$ cat config.mk
export PLATFORM = sky130hd
export DESIGN_NAME = lsu_mem_master
export DESIGN_NICKNAME = d
export VERILOG_FILES = /design/src/rtl/lsu_mem_master.sv
export SDC_FILE = /design/constraint.sdc
export NUM_CORES = 1
export LEC_CHECK = 0
export ABC_CLOCK_PERIOD_IN_PS = 5200
export CORE_ASPECT_RATIO = 1.4
export CORE_MARGIN = 8
export CORE_UTILIZATION = 50
export DETAILED_ROUTE_END_ITERATION = 8
export DONT_BUFFER_PORTS = 1
export PLACE_DENSITY = 0.65
export SYNTH_ARGS = -nofsm -noshare
export SYNTH_HDL_FRONTEND = slang
export SYNTH_SLANG_ARGS = --single-unit
$ cat constraint.sdc
create_clock -name clk -period 5.2 [get_ports clk]
set_input_delay 1.04 -clock clk [delete_from_list [all_inputs] [get_ports clk]]
set_output_delay 1.04 -clock clk [all_outputs]
set_load 0.02 [all_outputs]
$ cat src/rtl/lsu_mem_master.sv
// Load/store initiator for a word-wide data memory port. Handles byte/half/word
// accesses with read-modify-write for sub-word stores and sign/zero-extended loads.
module lsu_mem_master #(
    parameter int unsigned DATA_WIDTH = 32,
    parameter int unsigned ADDR_WIDTH = 32,
    parameter int unsigned MEM_WORDS  = 1024
) (
    input  logic                  clk,
    input  logic                  rst_n,
    input  logic                  req,
    input  logic                  we_req,
    input  logic [1:0]            size,
    input  logic                  unsigned_ld,
    input  logic [ADDR_WIDTH-1:0] addr,
    input  logic [DATA_WIDTH-1:0] wdata,
    output logic                  ready,
    output logic                  done,
    output logic                  err,
    output logic [DATA_WIDTH-1:0] rdata,
    output logic [ADDR_WIDTH-1:0] mem_addr,
    output logic [DATA_WIDTH-1:0] mem_wd,
    output logic                  mem_we,
    output logic                  mem_re,
    input  logic [DATA_WIDTH-1:0] mem_rd
);

    typedef enum logic [1:0] {StIdle, StRd, StWr, StResp} state_e;

    localparam logic [1:0] SzByte = 2'b00;
    localparam logic [1:0] SzHalf = 2'b01;
    localparam logic [1:0] SzWord = 2'b10;

    state_e                state_q, state_d;
    logic                  we_q, we_d;
    logic [1:0]            size_q, size_d;
    logic                  uns_q, uns_d;
    logic [ADDR_WIDTH-1:0] addr_q, addr_d;
    logic [DATA_WIDTH-1:0] wdata_q, wdata_d;
    logic                  err_q, err_d;
    logic [DATA_WIDTH-1:0] rdbuf_q, rdbuf_d;
    logic [DATA_WIDTH-1:0] rdata_q, rdata_d;

    logic                  req_err;
    logic [7:0]            ld_byte;
    logic [15:0]           ld_half;
    logic [DATA_WIDTH-1:0] ld_ext;
    logic [DATA_WIDTH-1:0] merged;

    always_comb begin
        req_err = 1'b0;
        unique case (size)
            SzByte:  req_err = 1'b0;
            SzHalf:  req_err = addr[0];
            SzWord:  req_err = (addr[1:0] != 2'b00);
            default: req_err = 1'b1;
        endcase
        if ((addr >> 2) >= ADDR_WIDTH'(MEM_WORDS)) begin
            req_err = 1'b1;
        end
    end

    // Lane extraction works straight off mem_rd so rdata can be registered at the RD edge.
    always_comb begin
        ld_byte = mem_rd[{addr_q[1:0], 3'b000} +: 8];
        ld_half = mem_rd[{addr_q[1], 4'b0000} +: 16];
        unique case (size_q)
            SzByte:  ld_ext = {{(DATA_WIDTH-8){~uns_q & ld_byte[7]}}, ld_byte};
            SzHalf:  ld_ext = {{(DATA_WIDTH-16){~uns_q & ld_half[15]}}, ld_half};
            default: ld_ext = mem_rd;
        endcase
    end

    always_comb begin
        merged = rdbuf_q;
        unique case (size_q)
            SzByte:  merged[{addr_q[1:0], 3'b000} +: 8] = wdata_q[7:0];
            SzHalf:  merged[{addr_q[1], 4'b0000} +: 16] = wdata_q[15:0];
            default: merged = wdata_q;
        endcase
    end

    always_comb begin
        state_d = state_q;
        we_d    = we_q;
        size_d  = size_q;
        uns_d   = uns_q;
        addr_d  = addr_q;
        wdata_d = wdata_q;
        err_d   = err_q;
        rdbuf_d = rdbuf_q;
        rdata_d = rdata_q;
        unique case (state_q)
            StIdle: begin
                if (req) begin
                    we_d    = we_req;
                    size_d  = size;
                    uns_d   = unsigned_ld;
                    addr_d  = addr;
                    wdata_d = wdata;
                    err_d   = req_err;
                    if (req_err) begin
                        state_d = StResp;
                    end else if (we_req && size == SzWord) begin
                        state_d = StWr;
                    end else begin
                        state_d = StRd;
                    end
                end
            end
            StRd: begin
                rdbuf_d = mem_rd;
                if (we_q) begin
                    state_d = StWr;
                end else begin
                    rdata_d = ld_ext;
                    state_d = StResp;
                end
            end
            StWr:   state_d = StResp;
            StResp: state_d = StIdle;
            default: state_d = StIdle;
        endcase
    end

    always_ff @(posedge clk or negedge rst_n) begin
        if (!rst_n) begin
            state_q <= StIdle;
            we_q    <= 1'b0;
            size_q  <= 2'b00;
            uns_q   <= 1'b0;
            addr_q  <= '0;
            wdata_q <= '0;
            err_q   <= 1'b0;
            rdbuf_q <= '0;
            rdata_q <= '0;
        end else begin
            state_q <= state_d;
            we_q    <= we_d;
            size_q  <= size_d;
            uns_q   <= uns_d;
            addr_q  <= addr_d;
            wdata_q <= wdata_d;
            err_q   <= err_d;
            rdbuf_q <= rdbuf_d;
            rdata_q <= rdata_d;
        end
    end

    // Strobes decode from state alone, so asserting reset kills mem_we at once.
    assign ready    = (state_q == StIdle);
    assign done     = (state_q == StResp);
    assign err      = (state_q == StResp) & err_q;
    assign rdata    = rdata_q;
    assign mem_re   = (state_q == StRd);
    assign mem_we   = (state_q == StWr);
    assign mem_addr = {2'b00, addr_q[ADDR_WIDTH-1:2]};
    assign mem_wd   = (state_q == StWr) ? merged : '0;

endmodule

Yosys cells after proc, flatten, opt, wreduce, memory -nomap -nowiden
Cells that the tools add are included.
{"block": "totals", "reg_bits": 135, "in_bits": 103, "output_inout_bits": 101, "word_cells": 49}
{"block": "classes", "n_addsub": 2, "magnitude_cmp": 1, "n_eq_ne": 7, "shift": 6, "mux": 12, "bitwise_logic": 5, "reduce_logical": 7}
{"operator": "$pmux W32 S2", "count": 2}
{"operator": "$bwmux W32", "count": 2}
{"operator": "$mux W32", "count": 1}
{"operator": "$shift A16 B7 Y32 const A", "count": 1}
{"operator": "$shift A8 B7 Y32 const A", "count": 1}
{"operator": "$shiftx A16 B7 Y32", "count": 1}
{"operator": "$shiftx A32 B6 Y16", "count": 1}
{"operator": "$shiftx A32 B6 Y8", "count": 1}
{"operator": "$shiftx A8 B7 Y32", "count": 1}
{"operator": "$ge A30 B11 Y1 const B", "count": 1}
{"operator": "$neg A5 Y7", "count": 2}
{"operator": "$pmux W2 S4", "count": 1}
{"operator": "$eq A2 B1 Y1 const B", "count": 3}
{"operator": "$eq A2 B2 Y1 const B", "count": 3}
{"operator": "$logic_not A2 Y1", "count": 3}
{"operator": "$mux W2", "count": 3}
{"operator": "$reduce_and A2 Y1", "count": 2}
{"operator": "$and A1 B1 Y1", "count": 3}
{"operator": "$pmux W1 S3", "count": 1}
{"operator": "$mux W1", "count": 2}
{"operator": "$ne A2 B2 Y1 const B", "count": 1}
{"operator": "$not A1 Y1", "count": 2}
{"operator": "$reduce_bool A2 Y1", "count": 1}
{"operator": "$logic_and A1 B1 Y1", "count": 1}

Depth between registers and ports, before layout
{"block": "logic_depth", "word_depth": 6, "ltp_mapped": 9, "mapped_depth_nobuf": 6}

Worst setup path after synthesis
Ideal clock, no wire load.
{"block": "synth_path", "path_kind": "flip-flop to output port", "from": "reg addr_q[1]", "to": "out mem_wd[30]", "arrival_ns": 2.320, "t_required_ns": 4.160, "path_slack_ns": 1.840, "stages_incl_launch_ff": 10, "n_path_buf": 3, "cell_sequence": "dfrtp_1 buf_2 inv_2 clkbuf_1 ha_1 nor4bb_1 clkbuf_1 a221o_1 a22oi_1 nor2b_1"}
{"block": "synth_between", "elab_chain_len": 5, "elab_cells_between_ends": 10, "classes_between": "2 x add/sub; 4 x shift; 4 x mux"}
{"element": "from (decl)", "line_no": "37", "text": "logic [ADDR_WIDTH-1:0] addr_q, addr_d;"}
{"element": "from (signal assigned)", "line_no": "141", "text": "addr_q <= addr_d;"}
{"element": "$neg A5 Y7, on equally long branches", "line_no": "77, 76"}
{"element": "$shiftx A16 B7 Y32, or another cell as far along", "line_no": "77", "text": "SzHalf: merged[{addr_q[1], 4'b0000} +: 16] = wdata_q[15:0];"}
{"element": "$bwmux W32, on equally long branches", "line_no": "77, 76"}
{"element": "$pmux W32 S2 (*)", "line_no": "75", "text": "unique case (size_q)"}
{"element": "$mux W32 (*)", "line_no": "157", "text": "assign mem_wd = (state_q == StWr) ? merged : '0;"}
{"element": "to (decl)", "line_no": "21", "text": "output logic [DATA_WIDTH-1:0] mem_wd,"}
Mark *: on every way between the ends. The rest lies on a longest branch, timed or not.

Worst setup path after layout
{"block": "layout_path", "from": "reg addr_q[1]", "to": "out mem_wd[23]"}
Same word-level chain as after synthesis.

==> flow_metrics.py <==
metrics = {
    "synth": {
        "synth-edff-count": 0,
        "yosys_warnings": 0,
        "synth_cell_types": 43,
        "synth_seq_cells": 135,
        "synth.cell_area_mm2": 0.007217,
        "synthCells": 659,
        "synth-async-reset-ratio_pct": 100.0,
        "synth_seq_area_share_pct": 46.81,
        "synth.most_common_cell": "dfrtp_1",
        "synth_top_cell_by_area": "dfrtp_1",
        "synth_commonest_cells": "dfrtp_1 (135), mux2_2 (102), a21oi_1 (36)",
        "synth.area.top_cells": "dfrtp_1 (47%), mux2_2 (16%), buf_4 (3.5%), mux2i_1 (2.9%), nor2b_1 (2.5%)",
        "ys.flop_type": "dfrtp_1",
        "avgSynthCellArea_um2": 10.95,
        "synth.top_cell.area_share_pct": 46.81,
    },
    "timing": {
        "min_period_ps": 4083,
        "timing.final.crit_share_pct": 78.51,
        "finClkSkew_ps": 6.078,
        "worst_slew_pin_slew_ps": 1072,
        "max_freq_mhz": 244.9,
        "rsz0062_at_grt": "no",
        "slew_headroom_pct": 28.21,
        "hold_violations": 0,
        "slew_violations": 0,
        "fin_ws_ps": 1117,
        "setup_viol_count_final": 0,
        "finalSetupTns_ps": 0,
    },
    "outcome": {
        "status": "completed",
    },
    "die": {
        "dieArea_mm2": 0.01859,
        "die_y_um": 158.2,
        "die_x_um": 117.5,
        "start_util_pct": 50.42,
        "num_io_pins": 204,
        "core-area_mm2": 0.01431,
        "rows": 52,
    },
    "clock_network": {
        "clk_pin_slew_ps": 60,
        "ctsHtreeMaxLevel": 4,
        "numCtsBuffers": 17,
        "cts_tree": "done",
        "root_buffer": "clkbuf_16",
        "post-cts-setup-buffers": 0,
        "clock_sinks": 135,
        "post_cts_resize_count": 0,
        "cts_max_path_buffers": 2,
        "cts.hold.buffers_added": 0,
        "clock_latency_ps": 410,
    },
    "setup_path": {
        "path_class": "register to output pin",
        "endpoint_kind": "output pin",
        "cp.arrival_ps": 3040,
        "crit_fanout": 17,
        "cp.required_ps": 4160,
        "worstSetupStartpointType": "register",
    },
    "flow_run": {
        "drv_cap": 0,
    },
    "power": {
        "cellLeakagePower_nw": 3.244,
        "peakVddDrop_v": 0.0003630,
        "p_per_area_mw_per_mm2": 786.2,
    },
    "route": {
        "num_vias": 5155,
        "routed_via_density": 6.310,
        "drtPass1Iterations": 5,
        "drc_errors": 0,
        "drt_iter0_markers": 406,
        "ant_nets": 0,
        "wirelength_um": 20720,
        "wl_per_cell_um": 25.36,
    },
    "place": {
        "port_buffers": 0,
        "gp_congestion": 0.8840,
        "dp_hpwl_um": 14990,
        "place_ws_ps": 1569,
        "placed_cell_area_mm2": 0.007156,
    },
    "finish": {
        "diodes": 0,
        "fin_area_mm2": 0.007737,
        "nFillCells": 1285,
        "syn_to_final_growth_pct": 7.212,
        "num-nets-final": 728,
        "multi_input_area_mm2": 0.003348,
        "register_area_mm2": 0.003379,
        "drive_gt1_share_pct": 26.59,
    },
    "grt": {
        "antenna_found_initial": 0,
        "track_usage_pct": 22.08,
        "overflow": 0,
        "grt_max_degree": 136,
        "first_global_vias": 5471,
        "grt_pass1_wl_um": 31890,
    },
    "hold_path": {
        "hp-class": "primary input to async pin",
    },
}
==> through the flow <==
stage          hold slack [ps]  cells  power [mW]  util, %
2_1_floorplan            442.4    660       4.408        -
3_3_place_gp             469.3    786       4.805    49.99
3_5_place_dp             490.8    786       4.894    49.99
4_1_cts                  312.5    817       6.108    54.06
5_1_grt                  301.6    817       6.446    54.06
6_report                 321.2    817       6.083    54.06
==> registers in the layout, summed over array words and instances (netlist names) <==
| register | cells |
|---|---|
| addr_q | 32 |
| wdata_q | 32 |
| uns_q | 1 |
| rdata | 32 |
| state_q | 2 |
| rdbuf_q | 32 |
| err_q | 1 |
| size_q | 2 |
| we_q | 1 |
==> worst paths after layout <==
check | startpoint | endpoint | slack [ps] | depth (start not counted)
max reg2reg | state_q[1] | rdata[27] | 2110 | 6
max in group asynchronous | rst_n | wdata_q[20] | 4670 | 0
max | addr_q[1] | mem_wd[23] | 1120 | 7
min | rst_n | rdata[31] | 320 | 0
min in group clk | err_q | err_q | 500 | 2
min reg2reg | err_q | err_q | 500 | 2
==> placed cells by master (no fill, tap or decap), types with 2 or more instances in the layout <==
master / count
dfrtp_1: 134
a22oi_1: 18
a221o_1: 17
clkinvlp_4: 5
ha_1: 8
nor3_1: 2
inv_1: 12
nand2b_1: 15
clkinv_2: 2
o221ai_1: 8
nand2_1: 31
a22o_1: 9
a21oi_1: 36
o21ai_0: 21
bufinv_16: 2
o211ai_1: 5
clkbuf_8: 2
nor4_1: 6
conb_1: 2
mux2i_1: 21
a31oi_1: 8
and2_1: 2
a221oi_1: 7
clkbuf_16: 17
nor2b_1: 28
a222oi_1: 7
buf_4: 19
nor2_1: 29
o21ai_2: 3
o22ai_1: 2
or3_1: 7
mux2_2: 102
nand3_1: 8
nand3_2: 7
o31ai_1: 8
nor4bb_1: 3
==> power by group <==
| part | switching [mW] | internal, mW | total (mW) | leakage [nW] |
|---|---|---|---|---|
| logic | 1.31 | 1.13 | 2.43 | 1.38 |
| registers | 0.859 | 1.60 | 2.46 | 1.59 |
| clock network | 0.464 | 0.729 | 1.19 | 0.271 |
==> per-layer routing <==
| layer | share of wire, % | wire (um) | vias up | global-route usage, % |
|---|---|---|---|---|
| li1 | - | - | 2304 | - |
| met1 | 39 | 8091 | 2561 | 25.49 |
| met2 | 48 | 9887 | 249 | 36.27 |
| met3 | 10 | 2092 | 41 | 7.352 |
| met4 | 3.1 | 648 | 0 | 11.02 |
| met5 | 0 | 0 | - | 0 |
==> worst max-delay path, stage by stage, from the launching register on <==
cell,delay [ps]
dfrtp_1,740
inv_2,250
ha_1,390
nor4bb_1,390
buf_4,230
a221o_1,140
a22oi_1,60
nor2b_1,420
==> cell type report <==
| class | instances | share of cell area, % |
|---|---|---|
| clock buffers | 20 | 5.902 |
| clock inverters | 11 | 1.617 |
| inverters | 13 | 0.6307 |
| multi-input cells | 430 | 43.27 |
| flip-flops and latches | 135 | 43.68 |
| well taps | 189 | 3.056 |
| repair buffers | 19 | 1.843 |
==> cells by family (layout without fill, tap and decap cells) <==
kind of cell	Yosys count	after routing	synth area share, %
adder cells (fa/ha/maj)	9	9	1.560
multiplexers	123	123	18.83
AND/OR/NAND/NOR	144	144	10.80
buffers and inverters	95	63	6.952
AO/OA/AOI/OAI	152	152	15.00
flip-flops	135	135	46.81
other	1	2	0.05196
(Power assumes the default switching activity.)
